--- config.mk ---
export PLATFORM = sky130hd
export DESIGN_NAME = cp0_timer_int_unit_flat
export DESIGN_NICKNAME = d
export VERILOG_FILES = /design/src/rtl/cp0_timer_int_unit_if.sv /design/src/rtl/cp0_timer_int_unit.sv /design/src/flat_wrapper.sv
export SDC_FILE = /design/constraint.sdc
export NUM_CORES = 1
export LEC_CHECK = 0
export ABC_AREA = 1
export CORE_MARGIN = 5
export CORE_UTILIZATION = 53
export DETAILED_ROUTE_END_ITERATION = 12
export PLACE_DENSITY = 0.86
export SETUP_SLACK_MARGIN = 0.02
export SYNTH_ARGS = -nofsm -noshare
export SYNTH_HDL_FRONTEND = slang
export SYNTH_SLANG_ARGS = --single-unit
export TNS_END_PERCENT = 100
--- constraint.sdc ---
create_clock -name clk -period 4.2 [get_ports clk]
set_input_delay 0.42 -clock clk [delete_from_list [all_inputs] [get_ports clk]]
set_output_delay 0.42 -clock clk [all_outputs]
set_load 0.03 [all_outputs]
--- src/rtl/cp0_timer_int_unit_if.sv ---
// CP0 side-band bus between the register file and the timer/interrupt unit:
// mtc0 write strobe, Status gating bits in, timer/interrupt state out.
interface cp0_timer_int_unit_if;
    logic        wr_en;
    logic [1:0]  wr_sel;
    logic [31:0] wr_data;
    logic        status_ie;
    logic        status_exl;
    logic        status_erl;
    logic [31:0] count_o;
    logic [31:0] compare_o;
    logic [7:0]  status_im_o;
    logic [7:0]  cause_ip_o;
    logic        cause_ti_o;
    logic        int_req;

    modport master (
        output wr_en, wr_sel, wr_data, status_ie, status_exl, status_erl,
        input  count_o, compare_o, status_im_o, cause_ip_o, cause_ti_o, int_req
    );

    modport slave (
        input  wr_en, wr_sel, wr_data, status_ie, status_exl, status_erl,
        output count_o, compare_o, status_im_o, cause_ip_o, cause_ti_o, int_req
    );
endinterface

--- src/rtl/cp0_timer_int_unit.sv ---
// Count/Compare timer with prescaler, sticky Cause.TI, Cause.IP/Status.IM
// ownership, hw_int synchronisers and a registered interrupt request.
module cp0_timer_int_unit #(
    parameter int DIV         = 2,
    parameter int NUM_HW_INT  = 6,
    parameter int SYNC_STAGES = 2,
    parameter int TIMER_IP    = 7
) (
    input  logic                  clk,
    input  logic                  rst,
    input  logic [NUM_HW_INT-1:0] hw_int,
    cp0_timer_int_unit_if.slave   bus
);

    localparam int PW = (DIV > 1) ? $clog2(DIV) : 1;

    logic [PW-1:0]         presc;
    logic                  tick;
    logic [31:0]           count;
    logic [31:0]           compare;
    logic                  ti;
    logic [1:0]            ip_sw;
    logic [7:0]            im;
    logic [7:0]            ip;
    logic                  int_req_q;
    logic [NUM_HW_INT-1:0] sync_q [SYNC_STAGES];

    logic wr_count;
    logic wr_compare;
    logic wr_im;
    logic wr_ipsw;

    assign wr_count   = bus.wr_en && (bus.wr_sel == 2'd0);
    assign wr_compare = bus.wr_en && (bus.wr_sel == 2'd1);
    assign wr_im      = bus.wr_en && (bus.wr_sel == 2'd2);
    assign wr_ipsw    = bus.wr_en && (bus.wr_sel == 2'd3);

    // With DIV=1 the prescaler is stuck at 0 and this fires every cycle.
    assign tick = (presc == PW'(DIV - 1));

    always_ff @(posedge clk or negedge rst) begin
        if (!rst) begin
            presc <= '0;
            count <= '0;
        end else if (wr_count) begin
            presc <= '0;
            count <= bus.wr_data;
        end else begin
            presc <= tick ? '0 : presc + PW'(1);
            if (tick)
                count <= count + 32'd1;
        end
    end

    // A Compare write clears TI and beats a match seen in the same cycle.
    always_ff @(posedge clk or negedge rst) begin
        if (!rst) begin
            compare <= 32'hFFFF_FFFF;
            ti      <= 1'b0;
        end else if (wr_compare) begin
            compare <= bus.wr_data;
            ti      <= 1'b0;
        end else if (count == compare) begin
            ti      <= 1'b1;
        end
    end

    always_ff @(posedge clk or negedge rst) begin
        if (!rst) begin
            im    <= '0;
            ip_sw <= '0;
        end else begin
            if (wr_im)
                im <= bus.wr_data[15:8];
            if (wr_ipsw)
                ip_sw <= bus.wr_data[9:8];
        end
    end

    always_ff @(posedge clk or negedge rst) begin
        if (!rst) begin
            for (int s = 0; s < SYNC_STAGES; s++)
                sync_q[s] <= '0;
        end else begin
            sync_q[0] <= hw_int;
            for (int s = 1; s < SYNC_STAGES; s++)
                sync_q[s] <= sync_q[s-1];
        end
    end

    always_comb begin
        ip       = '0;
        ip[1:0]  = ip_sw;
        for (int i = 0; i < NUM_HW_INT; i++)
            ip[2+i] = sync_q[SYNC_STAGES-1][i];
        ip[TIMER_IP] = ip[TIMER_IP] | ti;
    end

    always_ff @(posedge clk or negedge rst) begin
        if (!rst)
            int_req_q <= 1'b0;
        else
            int_req_q <= bus.status_ie & ~bus.status_exl & ~bus.status_erl & (|(ip & im));
    end

    assign bus.count_o     = count;
    assign bus.compare_o   = compare;
    assign bus.status_im_o = im;
    assign bus.cause_ip_o  = ip;
    assign bus.cause_ti_o  = ti;
    assign bus.int_req     = int_req_q;

endmodule

--- src/flat_wrapper.sv ---
// flat-port wrapper written by rule: the top's interface ports become plain ports
module cp0_timer_int_unit_flat 
#(
    parameter int DIV         = 2,
    parameter int NUM_HW_INT  = 6,
    parameter int SYNC_STAGES = 2,
    parameter int TIMER_IP    = 7
)
  (clk, rst, hw_int, bus_wr_en, bus_wr_sel, bus_wr_data, bus_status_ie, bus_status_exl, bus_status_erl, bus_count_o, bus_compare_o, bus_status_im_o, bus_cause_ip_o, bus_cause_ti_o, bus_int_req);
  cp0_timer_int_unit_if bus_i ();
  input  logic clk;
  input  logic rst;
  input  logic [NUM_HW_INT-1:0] hw_int;
  input wire logic [$bits(bus_i.wr_en)-1:0] bus_wr_en;
  input wire logic [$bits(bus_i.wr_sel)-1:0] bus_wr_sel;
  input wire logic [$bits(bus_i.wr_data)-1:0] bus_wr_data;
  input wire logic [$bits(bus_i.status_ie)-1:0] bus_status_ie;
  input wire logic [$bits(bus_i.status_exl)-1:0] bus_status_exl;
  input wire logic [$bits(bus_i.status_erl)-1:0] bus_status_erl;
  output wire logic [$bits(bus_i.count_o)-1:0] bus_count_o;
  output wire logic [$bits(bus_i.compare_o)-1:0] bus_compare_o;
  output wire logic [$bits(bus_i.status_im_o)-1:0] bus_status_im_o;
  output wire logic [$bits(bus_i.cause_ip_o)-1:0] bus_cause_ip_o;
  output wire logic [$bits(bus_i.cause_ti_o)-1:0] bus_cause_ti_o;
  output wire logic [$bits(bus_i.int_req)-1:0] bus_int_req;
  assign bus_i.wr_en = bus_wr_en;
  assign bus_i.wr_sel = bus_wr_sel;
  assign bus_i.wr_data = bus_wr_data;
  assign bus_i.status_ie = bus_status_ie;
  assign bus_i.status_exl = bus_status_exl;
  assign bus_i.status_erl = bus_status_erl;
  assign bus_count_o = bus_i.count_o;
  assign bus_compare_o = bus_i.compare_o;
  assign bus_status_im_o = bus_i.status_im_o;
  assign bus_cause_ip_o = bus_i.cause_ip_o;
  assign bus_cause_ti_o = bus_i.cause_ti_o;
  assign bus_int_req = bus_i.int_req;
  cp0_timer_int_unit #(.DIV(DIV), .NUM_HW_INT(NUM_HW_INT), .SYNC_STAGES(SYNC_STAGES), .TIMER_IP(TIMER_IP)) u_core (.clk(clk), .rst(rst), .hw_int(hw_int), .bus(bus_i));
endmodule
[Word level (Yosys, flattened, before mapping)]
Index checks and enable logic that the tools add are counted.
Word-level totals
  bits in registers: 89
  input bits: 46
  output and inout port bits: 82
  logic and storage cells: 36
Operators by class
  add/subtract/negate cells: 2
  equality and inequality tests: 4
  multiplexer cells: 6
  bitwise gates (word level): 7
  reductions and logical operators: 8
Operators with widths (number)
  two-way mux 32 bit: 2
  adder 32 x 1 -> 32 bit (second input constant): 1
  equality test 32 bit: 1
  bitwise AND 8 bit: 1
  OR reduction 8 bit: 1
  equality test 2 bit (second input constant): 2
  logical AND 1 bit: 4
  two-way mux 1 bit: 4
  nonzero test 2 bit: 2
  bitwise AND 1 bit: 3
  equality test 2 x 1 -> 1 bit (second input constant): 1
  zero test 2 bit: 1
  inverter 1 bit: 2
  adder 1 bit (second input constant): 1
  OR 1 bit: 1

[Logic depth before layout (Yosys ltp)]
Gate-level depths: netlist of the first run.
  depth after elaboration: 4
  gate-level depth with buffers: 10
  gate-level depth less buffers: 10

[Worst setup path before layout of the first run]
No wires, ideal clock.
  path type: flip-flop to flip-flop
  from: register u_core.count[1] (netlist: u_core.bus.count_o[1])
  to: register u_core.count[22] (netlist: u_core.bus.count_o[22])
  library setup time: 0.125 ns
  data arrival time: 1.580 ns
  required time: 4.075 ns
  path slack: 2.495 ns
  stages on the path, launching flop included: 11
  buffers on the path: 0
  clock period less this slack: 1.705 ns
  path through: dfrtp_1 -> ha_1 -> nand2_1 -> nor2_2 -> nand2_1 -> nor2_2 -> nand2_1 -> nand2_1 -> nand2_1 -> nand2_1 -> nand3_1
Between the ends
  cells in the longest elaborated chain, start to end: 3
RTL lines
  from (decl): RTL line cp0_timer_int_unit.sv:19  | logic [31:0] count;
  from (signal assigned): RTL line cp0_timer_int_unit.sv:47  | count <= bus.wr_data;
  from (signal assigned): RTL line cp0_timer_int_unit.sv:51  | count <= count + 32'd1;
  adder 32 x 1 -> 32 bit: RTL line cp0_timer_int_unit.sv:51
  two-way mux 32 bit: RTL line cp0_timer_int_unit.sv:50  | if (tick)
  two-way mux 32 bit: RTL line cp0_timer_int_unit.sv:45  | end else if (wr_count) begin
Every way passes these cells. The select of a mux whose other input is x is not followed.
A chain may end at the register's enable or synchronous reset.

[Worst setup path after layout of the first run]
  from: input bus_wr_sel[1]
  to: register u_core.count[14] (netlist: u_core.bus.count_o[14])
Between the ends
  cells in the longest elaborated chain, start to end: 3
  elaborated cells on any way between the ends: 4
  classes of those cells: mux (1); reduce/logical (3)
RTL lines
  from (decl): RTL line flat_wrapper.sv:15  | input wire logic [$bits(bus_i.wr_sel)-1:0] bus_wr_sel;
  zero test 2 bit *: RTL line cp0_timer_int_unit.sv:33  | assign wr_count = bus.wr_en && (bus.wr_sel == 2'd0);
  logical AND 1 bit *: RTL line cp0_timer_int_unit.sv:33
  two-way mux 32 bit / nonzero test 2 bit (equally long branches)
Every way passes the cells marked *; elsewhere a longest branch is shown, timed or not.

==> results of run 1 <==
==> sequential cells by signal (all words and copies together), names as in the netlist <==
name,count
u_core.bus.int_req,1
u_core.bus.count_o,32
u_core.bus.cause_ti_o,1
u_core.presc,1
u_core.bus.status_im_o,8
u_core.sync_q,7
u_core.bus.compare_o,32
u_core.ip_sw,2
u_core.bus.cause_ip_o,5
==> worst min-delay path by stage <==
| stage | startpoint | end | slack (ns) | cells after the start |
|---|---|---|---|---|
| after floorplan | rst | u_core.bus.cause_ip_o[2]$_DFF_PN0_ | 0.12 | 0 |
| after global placement | u_core.sync_q[6]$_DFF_PN0_ | u_core.bus.cause_ip_o[2]$_DFF_PN0_ | 0.33 | 0 |
| after detailed placement | u_core.sync_q[7]$_DFF_PN0_ | u_core.bus.cause_ip_o[3]$_DFF_PN0_ | 0.33 | 0 |
| after CTS | rst | u_core.bus.count_o[17]$_DFFE_PN0N_ | 0.14 | 1 |
| after global routing | rst | u_core.bus.count_o[17]$_DFFE_PN0N_ | 0.17 | 1 |
| final | rst | u_core.bus.count_o[17]$_DFFE_PN0N_ | 0.12 | 1 |
==> stage by stage <==
stage | total power [uW] | hold WS (ns) | utilization (%) | instances
floorplan | 2172 | 0.1244 | - | 658
global placement | 2733 | 0.3334 | 68.12 | 879
detailed placement | 2768 | 0.3347 | 68.12 | 879
CTS | 3375 | 0.1355 | 70.34 | 895
global route | 3560 | 0.1664 | 70.34 | 895
finish | 3366 | 0.1235 | 70.34 | 895
==> final cells by class <==
type / count / area, um2 / share of cell area (%)
Tap cell: 111 / 138.9 / 2.168
Clock inverter: 6 / 65.06 / 1.015
Timing Repair Buffer: 130 / 1291 / 20.15
Multi-Input combinational cell: 459 / 2167 / 33.82
Clock buffer: 10 / 137.6 / 2.148
Inverter: 90 / 340.3 / 5.311
Sequential cell: 89 / 2267 / 35.38
==> cell usage in the layout (no fill, tap or decap), types with 12 or more instances in the layout <==
| cell | instances |
|---|---|
| sky130_fd_sc_hd__nor2_1 | 34 |
| sky130_fd_sc_hd__nand3_1 | 35 |
| sky130_fd_sc_hd__o21ai_0 | 46 |
| sky130_fd_sc_hd__xnor2_1 | 16 |
| sky130_fd_sc_hd__nand2_1 | 266 |
| sky130_fd_sc_hd__xor2_1 | 12 |
| sky130_fd_sc_hd__inv_1 | 87 |
| sky130_fd_sc_hd__dfrtp_1 | 57 |
| sky130_fd_sc_hd__clkdlybuf4s50_1 | 126 |
| sky130_fd_sc_hd__dfstp_2 | 32 |
==> routing by layer <==
metal	wire [um]	up-vias
met2	6779	197
li1	-	2270
met5	0	-
met4	291	0
met1	6006	2211
met3	841	29
==> report_power, final <==
group / total, uW / switching, uW / internal [uW] / leakage, uW
Combinational: 1420 / 842 / 577 / 0.00177
Sequential: 1340 / 271 / 1070 / 0.00104
Clock: 604 / 310 / 294 / 0.000103
Total: 3370 / 1420 / 1940 / 0.00292
==> cells by family after synthesis <==
group           after synthesis
fa+ha+maj                     1
xor+xnor                     28
buf+inv                     110
simple gates                361
flops                        89
compound gates               69
==> summary.md, run 1 <==
The flow ran to the end, and the final reports show no timing, DRC or antenna violations. Synthesis produced a netlist with a net count of 705. The startpoint of the worst setup timing path was bus_wr_sel[1]. Count of synthesis-stage warnings from yosys: 0.

The master cell of the clock root buffer is sky130_fd_sc_hd__clkbuf_8. The synthesized area divided by synthesized cell count is 7.424 um2, and the global routing usage on met3 is 4.432%. In the post-route analysis, the smallest setup slack over all paths is 1.658 ns. The violation count after the first detailed-route iteration was 278; the number of antenna diodes was 0. Counting instances in the post-synthesis netlist gives the leading cell types as 266 x sky130_fd_sc_hd__nand2_1, 87 x sky130_fd_sc_hd__inv_1, 57 x sky130_fd_sc_hd__dfrtp_1, 46 x sky130_fd_sc_hd__o21ai_0, 35 x sky130_fd_sc_hd__nand3_1. In this run, CTS created clock tree buffers numbering 9.

The tools report the total of fill cells in the finished design as 729. In this run, distinct cell masters in the synthesized netlist total 34. For this run, design rule violations remaining after detail routing come to 0. For the buffer depth of the longest clock path, the log shows 2. The area overhead of the layout relative to synthesis is 31.17%. Routability-driven placement finished with a final weighted congestion of 0.8969.

The final route contains 4,707 vias. The die height works out to 106 um. The row count was 35; the detailed-placement wirelength estimate was 10.61 mm.

The clock reaches the later pin of the worst-skew pair after 0.35 ns. The startpoint identified for the worst register-to-register timing path is u_core.bus.count_o[1]$_DFFE_PN0N_. The tightest min-delay check is of the in2async type. Largest net degree at the start of global routing: 59. met2 is the most crowded layer. The share of the Yosys chip area taken by registers is 46.41%.

The number of failing hold endpoints at the final stage was 0; the clock-pin slew of the registers on the worst-case setup and hold paths was 0.10 ns. Of the cells placed in the final design, the portion with a size suffix greater than 1 is 8.673%. In the final routed layout, each cell accounts on average for 15.55 um.

Summing the areas of all and, or, nand and nor instances in the mapped netlist gives 30.84% of the synthesized area. Global routing consumed, on the met1 layer, 32.16% of the routing resources. The number of endpoints failing setup at the final stage came out at 0. On the final layout, the worst clock skew is 0.01245 ns. The synthesized netlist devotes 8.120% of its cell area to compound gates. The total detailed-routing wirelength was 13.92 mm. The share of synthesized cell area in full adder, half adder and majority cells is 0.2561%.

The cell area that synthesis handed to floorplanning was 4885 um2. Slew at the pin closest to its max-slew limit: 0.9293 ns. Total of cells resized after clock tree synthesis: 0. The tools report the initial antenna violation count as 0. For the reported leakage power, the log shows 0.002922 uW.

The total area inside the core boundary comes to 9109 um2. The average via count per standard cell is 5.259, and the required time at the worst-slack endpoint is 4.44 ns. The net count of the finished layout is 826. The critical path ends at u_core.bus.count_o[14]$_DFFE_PN0N_.

Counting stages on the worst path, the most repeated cell is sky130_fd_sc_hd__nand2_1. The largest fanout of any net on the critical path is 19. The combinational family with the most area after synthesis is simple AND/OR/NAND/NOR gates.

By area the synthesized netlist is led by sky130_fd_sc_hd__dfrtp_1 29%, sky130_fd_sc_hd__nand2_1 20%, sky130_fd_sc_hd__dfstp_2 17%, sky130_fd_sc_hd__inv_1 6.7%, sky130_fd_sc_hd__o21ai_0 4.7%. In this run, post-CTS hold repair placed 0 buffers. Counting buffers and inverters, the worst setup path is 9 cells deep. The buffers plus inverters on the worst setup path was 4. Clock tree synthesis found a total of 89 sinks. The power density relative to cell area was 525.4 nW/um2. The logs give 1.322 ns for the worst setup slack before clock tree synthesis and 0 for the number of max-slew violations in the final report. The category of the worst setup path capture point was a flop. Setup repair after global routing left no endpoint under its margin.

The total setup buffers inserted after CTS was 0. The synthesized design contains 0 enable-type register cells. On the worst path, the slowest cell contributes a delay of 0.83 ns.

Counting flops and latches in the post-synthesis netlist gives 89. Headroom to the max-slew limit came out at 37.84%. Global routing consumed, on the met2 layer, 42.99% of the routing resources. The H-tree was split into 3 levels. The tools report the number of nets with antenna violations after routing as 0. The worst path needs 2.542 ns of the cycle, external delays included. For this design the top-level I/O count stands at 128. The first detailed-routing pass took 5 iterations.

Walking the worst path, the cells encountered are clkdlybuf4s50_1 > nor3_4 > inv_4 > nand2_4 > inv_2 > nand2_1 > o21ai_0 > inv_1 > nand2_1. Across the run, the number of max-cap violations was 0. After Yosys synthesis, XOR and XNOR cells account for 5.020% of the synthesized area. The share of the clock period used by the worst path is 60.53%, and the peak supply drop is 0.3252 mV.

The overall track demand over capacity in global routing is 25.04%. The first global-routing pass estimated 22.68 mm of wire. The via count of the first global-routing pass is 4,676. Category of the worst setup path launch point: a primary input. In the synthesized netlist, the number of instances is 658.

For this run, the leading register cell type out of synthesis is sky130_fd_sc_hd__dfrtp_1. TritonCTS built the clock tree. On the critical path the largest part of the delay comes from simple AND/OR/NAND/NOR gates.

The total overflow left after global routing is 0. The count of buffers added on input and output ports is 127. Measured in cells, the most critical reg-to-reg path has a length of 10.

Adding up every negative setup slack in the final design gives 0 ns. Static timing analysis puts the maximum clock frequency at 0.3934 GHz. Of the post-synthesis cell area, the dominant cell type holds 29.20%. The cell with the biggest individual delay on the critical path is sky130_fd_sc_hd__nor3_4. The capture instance of the worst register-to-register path was u_core.bus.count_o[26]$_DFFE_PN0N_. Async set-reset flop share out of synthesis: 100.0%. The largest area contributor in the synthesized netlist was sky130_fd_sc_hd__dfrtp_1. In the synthesized netlist, mux cells make up 0% of the area.

The floorplan step set the die width to 106 um. The die covers 11,240 um2. Yosys instantiated no cell more often than sky130_fd_sc_hd__nand2_1. For this configuration, the core starts out at a cell density of 53.63%. The finished cells cover 6407 um2. The run gives 2.45 ns as the reg2reg setup slack.

The critical path in this run is classified as in2reg. Once placement finished, the instance area stood at 6205 um2. STA puts the critical path data arrival time at 2.78 ns.
(Power assumes the default switching activity.)
==> inputs of run 2 (changes only) <==
--- a/config.mk
+++ b/config.mk
@@ -7,9 +7,9 @@
 export LEC_CHECK = 0
 export ABC_AREA = 1
 export CORE_MARGIN = 5
-export CORE_UTILIZATION = 53
+export CORE_UTILIZATION = 45
 export DETAILED_ROUTE_END_ITERATION = 12
-export PLACE_DENSITY = 0.86
+export PLACE_DENSITY = 0.78
 export SETUP_SLACK_MARGIN = 0.02
 export SYNTH_ARGS = -nofsm -noshare
 export SYNTH_HDL_FRONTEND = slang
==> constraint.sdc (replaced) <==
create_clock -name clk -period 2.07 [get_ports clk]
set_input_delay 0.207 -clock clk [delete_from_list [all_inputs] [get_ports clk]]
set_output_delay 0.207 -clock clk [all_outputs]
set_load 0.03 [all_outputs]
==> summary.md, run 2 (synthesis results as in run 1) <==
The non-filler instance count after layout was 933 (+4.2%). The die footprint came out at 13,040 um2 (+16%). The buffers plus inverters on the worst setup path was 1 (-3). Count of buffers inserted at the top-level ports: 127 (unchanged).

The reported leakage power is 0.002965 uW (+1.5%), and the buffer depth of the longest clock path is 2 (unchanged). The starting density of the core is 45.46% (-8.2 points). The signal on the critical path passes through or2_2 > clkdlybuf4s50_1.

The number of clock sinks seen by CTS was 89 (unchanged); the number of failing hold endpoints at the final stage was 0 (unchanged). The largest clock skew in the final design was 0.008035 ns (-0.004410 ns); the initial antenna violation count was 0 (unchanged). The depth of the worst register-to-register path is 9 (-1), and the TritonCTS buffer count is 9 (unchanged). The die height was 114.2 um (+7.7%); the average via count per standard cell was 5.018 (-4.6%). The run gives 0 (unchanged) as the number of max-slew violations in the final report. In this run the worst hold path is classified as in2reg.

The share of the clock period used by the worst path works out to 91.41%. Setup repair after global routing left no endpoint under its margin. The violation count after the first detailed-route iteration is 327 (+18%). The worst setup path is of the reg2out kind. TritonCTS built the clock tree. The net count of the finished layout is 835 (+1.1%), and the power density relative to cell area is 1046 nW/um2 (+99%). The maximum clock frequency is 0.5285 GHz.

The tools report the detailed-placement wirelength estimate as 10.95 mm (+3.2%). The worst endpoint data arrival time is 1.69 ns (-1.09 ns), and the share of cells above drive strength 1 is 9.332% (+0.66 points). The capture instance of the worst register-to-register path is u_core.bus.count_o[22]$_DFFE_PN0N_.

The delay of the slowest cell on the worst path was 0.60 ns (-0.23 ns); the required time at the worst-slack endpoint was 1.86 ns (-2.58 ns). The clock-pin slew of the registers on the worst-case setup and hold paths was 0.09 ns (about the same). The worst setup path is launched from a flop. The total core area was 10,750 um2 (+18%). The flow ran to the end, and the final reports show no timing, DRC or antenna violations.

The path with the worst hold slack has its endpoint at u_core.sync_q[9]$_DFF_PN0_. The category of the worst setup path capture point is a primary output. The first-pass GRT wire length was 23.49 mm (+3.6%). The worst setup slack before clock tree synthesis came out at 0.1247 ns (-1.197 ns). The number of nets with antenna violations after routing was 0 (unchanged). Compared with the post-synthesis result, the final layout area differs by 33.56%.

The library cell used most frequently in the layout, excluding fill and tap cells, is sky130_fd_sc_hd__nand2_1. The run gives 4,718 (+0.90%) as the via count of the first global-routing pass. The number of cells on the worst hold path is 1, and the overall track demand over capacity in global routing is 22.62% (-2.4 points). The normalized max-slew margin was 62.94% (+25 points).

The cell with the biggest individual delay on the critical path was sky130_fd_sc_hd__clkdlybuf4s50_1. The logs give 916 (+4.2%) for the post-placement cell count and 49 (-17%) for the largest net degree at the start of global routing. The reg2reg setup slack came out at 0.31 ns (-2.14 ns). Number of maximum-capacitance constraint violations: 0 (unchanged). Total DRC errors in the routed layout: 0 (unchanged). The post-route setup TNS was 0 ns (unchanged).

In this design, the largest share of critical-path delay is due to buffers and inverters. The peak supply drop came out at 0.4099 mV (+26%). In this run the worst setup path begins at u_core.bus.cause_ti_o$_DFFE_PN0P_. The smallest clock period supported by the final layout is computed as 1.892 ns.

The library cells used most frequently in the layout, excluding fill and tap cells, are 266 x sky130_fd_sc_hd__nand2_1, 126 x sky130_fd_sc_hd__clkdlybuf4s50_1, 87 x sky130_fd_sc_hd__inv_1, 57 x sky130_fd_sc_hd__dfrtp_1, 46 x sky130_fd_sc_hd__o21ai_0. The tools report the master cell of the clock root buffer as sky130_fd_sc_hd__clkbuf_8. Critical hold path startpoint: hw_int[3]. The slew at the pin closest to its max-slew limit came out at 0.5559 ns (-0.3734 ns).

The sum of overflow across all layers after global routing came out at 0 (unchanged). The worst-case setup margin in the final layout came out at 0.1777 ns (-1.480 ns). The count of H-tree levels built during CTS was 3 (unchanged). The run gives 5 (unchanged) as the first-pass iteration count of the detailed router. The row count was 38 (+8.6%). The source-to-sink clock delay at the later pin of the worst-skew pair was 0.36 ns (about the same). The worst register-to-register path begins at u_core.bus.count_o[11]$_DFFE_PN0N_. The tools report the final RePlAce weighted congestion as 0.9095 (+1.4%).

The total detailed-routing wirelength came out at 14.15 mm (+1.7%). Via count: 4,682 (-0.53%). The number of antenna diodes was 0 (unchanged); the largest fanout of any net on the critical path was 3 (-16).

The routed length per instance is 15.17 um (-2.5%). The logs give 128 (unchanged) for the number of placed I/O pins and 0 (unchanged) for the number of endpoints failing setup at the final stage. The x dimension of the die came out at 114.2 um (+7.7%).
==> run 2: cell types whose count changed in the layout (fill, tap and decap cells not counted) <==
| cell | before | now |
|---|---|---|
| sky130_fd_sc_hd__buf_4 | 4 | 10 |
| sky130_fd_sc_hd__buf_12 | 0 | 2 |
| sky130_fd_sc_hd__clkbuf_1 | 0 | 2 |
| sky130_fd_sc_hd__clkbuf_8 | 10 | 9 |
| sky130_fd_sc_hd__dlygate4sd3_1 | 0 | 1 |
| sky130_fd_sc_hd__inv_6 | 2 | 1 |
==> run 2: power by group <==
group	leakage, uW	switching [uW]	internal (uW)
registers	0.00104	508	2180
clock network	0.0000937	629	560
logic	0.00183	1740	1220
total	0.00296	2870	3950
==> run 2: cell type report <==
cell class | count | area [um2]
well taps | 140 | 175.2
flip-flops and latches | 89 | 2267
clock inverters | 5 | 56.30
inverters | 90 | 340.3
clock buffers | 11 | 131.4
multi-input cells | 459 | 2167
repair buffers | 139 | 1386
fillers | 978 | 4222
==> run 2: through the flow <==
step,total power [uW],cell area (um2),hold slack (ns),util (%)
after CTS,6861,6524,0.2650,60.71
after global routing,7257,6524,0.2694,60.71
after floorplan,4408,4885,-0.08859,-
after global placement,5594,6326,0.2258,58.87
final,6826,6524,0.2761,60.71
after detailed placement,5666,6326,0.2283,58.87
==> run 2: worst max path at each step <==
stage	endpoint	slack [ns]	cells after the start
after global placement	u_core.bus.count_o[6]$_DFFE_PN0N_	0.22	6
after detailed placement	u_core.bus.count_o[8]$_DFFE_PN0N_	0.12	6
after CTS	bus_cause_ip_o[7]	0.16	2
after floorplan	u_core.bus.count_o[22]$_DFFE_PN0N_	0.36	10
after global routing	bus_count_o[5]	0.12	1
final	bus_cause_ip_o[7]	0.18	2
==> run 2: metal layers <==
layer	global-route usage, %	wire (um)
met1	31.02	6376
met2	36.85	6771
met3	2.748	677
met4	8.393	328
met5	0	0
==> run 2: repair_timing <==
item / CTS / global route
buffers inserted: 0 / 0
hold endpoints to repair: 25 / 0
hold buffers: 1 / 0
gates resized for setup: 0 / 0
==> run 2: worst register-to-register path: stages (launching register included) <==
cell and delay, ns:
sky130_fd_sc_hd__dfrtp_1 0.45, sky130_fd_sc_hd__inv_1 0.14, sky130_fd_sc_hd__nor3_1 0.36, sky130_fd_sc_hd__nand2_1 0.11, sky130_fd_sc_hd__nor2_2 0.27, sky130_fd_sc_hd__nand2_1 0.09, sky130_fd_sc_hd__nand2_1 0.07, sky130_fd_sc_hd__nand2_1 0.05
sky130_fd_sc_hd__nand2_1 0.05, sky130_fd_sc_hd__nand3_1 0.06
==> inputs of run 3 (changes only) <==
--- a/config.mk
+++ b/config.mk
@@ -11,6 +11,7 @@
 export DETAILED_ROUTE_END_ITERATION = 12
 export PLACE_DENSITY = 0.78
 export SETUP_SLACK_MARGIN = 0.02
+export SKIP_CTS_REPAIR_TIMING = 1
 export SYNTH_ARGS = -nofsm -noshare
 export SYNTH_HDL_FRONTEND = slang
 export SYNTH_SLANG_ARGS = --single-unit
==> summary.md, run 3 (synthesis results as in run 1) <==
The logs give 0 (unchanged) for the number of maximum-capacitance constraint violations and 0.9095 (unchanged) for the final RePlAce weighted congestion. STA classifies the critical path startpoint as a flop. The run gives 0.36 ns (about the same) as the source-to-sink clock delay at the later pin of the worst-skew pair. The number of failing hold endpoints at the final stage came out at 0 (unchanged).

The run gives 14.20 mm (+0.32%) as the total detailed-routing wirelength. First-pass iteration count of the detailed router: 5 (unchanged). The critical path in this run is classified as reg2out. The peak supply drop came out at 0.4115 mV (+0.39%). The tools report the number of antenna diodes as 0 (unchanged). The logs give 835 (unchanged) for the net count of the finished layout and 916 (unchanged) for the post-placement cell count. The row count is 38 (unchanged), and the maximum clock frequency is 0.5298 GHz (+0.25%).

Setup repair after global routing left no endpoint under its margin. The number of clock sinks seen by CTS came out at 89 (unchanged). The required time at the worst-slack endpoint is 1.86 ns (about the same), and the count of H-tree levels built during CTS is 3 (unchanged). The shortest period the worst path allows came out at 1.888 ns (-0.004629 ns).

The non-filler instance count after layout was 933 (unchanged); the die height was 114.2 um (unchanged). The reg2reg setup slack was 0.29 ns (-0.02 ns); the slew at the pin closest to its max-slew limit was 0.5599 ns (+0.003955 ns). For the largest clock skew in the final design, the log shows 0.009658 ns (+0.001623 ns). The number of placed I/O pins came out at 128 (unchanged).

The number of max-slew violations in the final report was 0 (unchanged); the buffer depth of the longest clock path was 2 (unchanged). The detailed-placement wirelength estimate was 10.95 mm (unchanged). For the first-pass GRT wire length, the log shows 23.48 mm (about the same). The initial antenna violation count came out at 0 (unchanged). The run gives 0 (unchanged) as the total DRC errors in the routed layout. The path class of the tightest hold or removal check is in2reg. Number of nets with antenna violations after routing: 0 (unchanged).

STA classifies the critical path endpoint as a primary output. The routed length per instance came out at 15.22 um (+0.32%). The flow ran to the end, and the final reports show no timing, DRC or antenna violations.

The clock-pin slew of the registers on the worst-case setup and hold paths is 0.09 ns (about the same), and the overall track demand over capacity in global routing is 22.61% (about the same). The reported leakage power was 0.002965 uW (unchanged); the power density relative to cell area was 1046 nW/um2 (about the same). The share of the clock period used by the worst path is 91.19% (-0.22 points), and the violation count after the first detailed-route iteration is 362 (+11%).

The tools report the TritonCTS buffer count as 9 (unchanged). The die footprint came out at 13,040 um2 (unchanged). The run gives 45.46% (unchanged) as the starting density of the core.

The post-route setup TNS was 0 ns (unchanged); the via count of the first global-routing pass was 4,715 (-0.064%). The total core area is 10,750 um2 (unchanged), and the number of endpoints failing setup at the final stage is 0 (unchanged). TritonCTS built the clock tree. The average via count per standard cell was 5.035 (+0.34%). The leading cell type in the layout, fill and taps excluded is sky130_fd_sc_hd__nand2_1. The via count is 4,698 (+0.34%), and the worst endpoint data arrival time is 1.68 ns (about the same).

The count of buffers inserted at the top-level ports came out at 127 (unchanged). The tools report the master cell of the clock root buffer as sky130_fd_sc_hd__clkbuf_8. Largest fanout of any net on the critical path: 3 (unchanged). The library cells used most frequently in the layout, excluding fill and tap cells, are 266 x sky130_fd_sc_hd__nand2_1, 126 x sky130_fd_sc_hd__clkdlybuf4s50_1, 87 x sky130_fd_sc_hd__inv_1, 57 x sky130_fd_sc_hd__dfrtp_1, 46 x sky130_fd_sc_hd__o21ai_0. The share of cells above drive strength 1 works out to 9.332% (unchanged). The largest net degree at the start of global routing is 49 (unchanged), and the x dimension of the die is 114.2 um (unchanged).

The sum of overflow across all layers after global routing is 0 (unchanged). The normalized max-slew margin is 62.67% (-0.26 points), and the area overhead of the layout relative to synthesis is 33.56% (unchanged).
## run 3: cell counts in the layout (fill, tap and decap cells not counted)
No cell type changed its count.
## run 3: worst paths after layout
check,from,endpoint,depth (start not counted)
worst min register to register,u_core.sync_q[9]$_DFF_PN0_,u_core.bus.cause_ip_o[5]$_DFF_PN0_,0
max in group asynchronous,rst,u_core.bus.compare_o[13]$_DFFE_PN1P_,3
worst min-delay path,hw_int[3],u_core.sync_q[9]$_DFF_PN0_,1
min in group asynchronous,rst,u_core.sync_q[7]$_DFF_PN0_,2
worst max-delay path,u_core.bus.cause_ti_o$_DFFE_PN0P_,bus_cause_ip_o[7],2
worst max register to register,u_core.bus.count_o[11]$_DFFE_PN0N_,u_core.bus.count_o[22]$_DFFE_PN0N_,9
## run 3: critical path, stage by stage (launching register included)
cell                              delay [ns]
sky130_fd_sc_hd__dfrtp_1                0.40
sky130_fd_sc_hd__or2_2                  0.32
sky130_fd_sc_hd__clkdlybuf4s50_1        0.60
## run 3: area by class of cell
cell class	instances	area, um2
fillers	976	4222
flip-flops and latches	89	2267
multi-input cells	459	2167
repair buffers	139	1386
inverters	90	340.3
well taps	140	175.2
clock buffers	11	131.4
clock inverters	5	56.30
## run 3: metal layers
layer | part of all wire, % | routed length, um | track usage, %
met5 | 0 | 0 | 0
met4 | 2.2 | 312 | 8.393
met3 | 5.2 | 736 | 2.748
met2 | 48 | 6809 | 36.85
met1 | 45 | 6338 | 30.99
## run 3: power by group
part	internal, uW	switching [uW]	total (uW)
clock network	560	624	1180
logic	1220	1740	2960
registers	2180	510	2680
total	3950	2870	6820
## run 3: metrics by stage
| stage | setup slack, ns | utilization, % | instance area [um2] | hold WS (ns) | total power (uW) |
|---|---|---|---|---|---|
| finish | 0.1824 | 60.71 | 6524 | 0.2803 | 6824 |
| global route | 0.1179 | 60.71 | 6524 | 0.2708 | 7255 |
| CTS | 0.1601 | 60.62 | 6514 | -0.1672 | 6860 |
| detailed placement | 0.1247 | 58.87 | 6326 | 0.2283 | 5666 |
| global placement | 0.2182 | 58.87 | 6326 | 0.2258 | 5594 |
| floorplan | 0.3648 | - | 4885 | -0.08859 | 4408 |
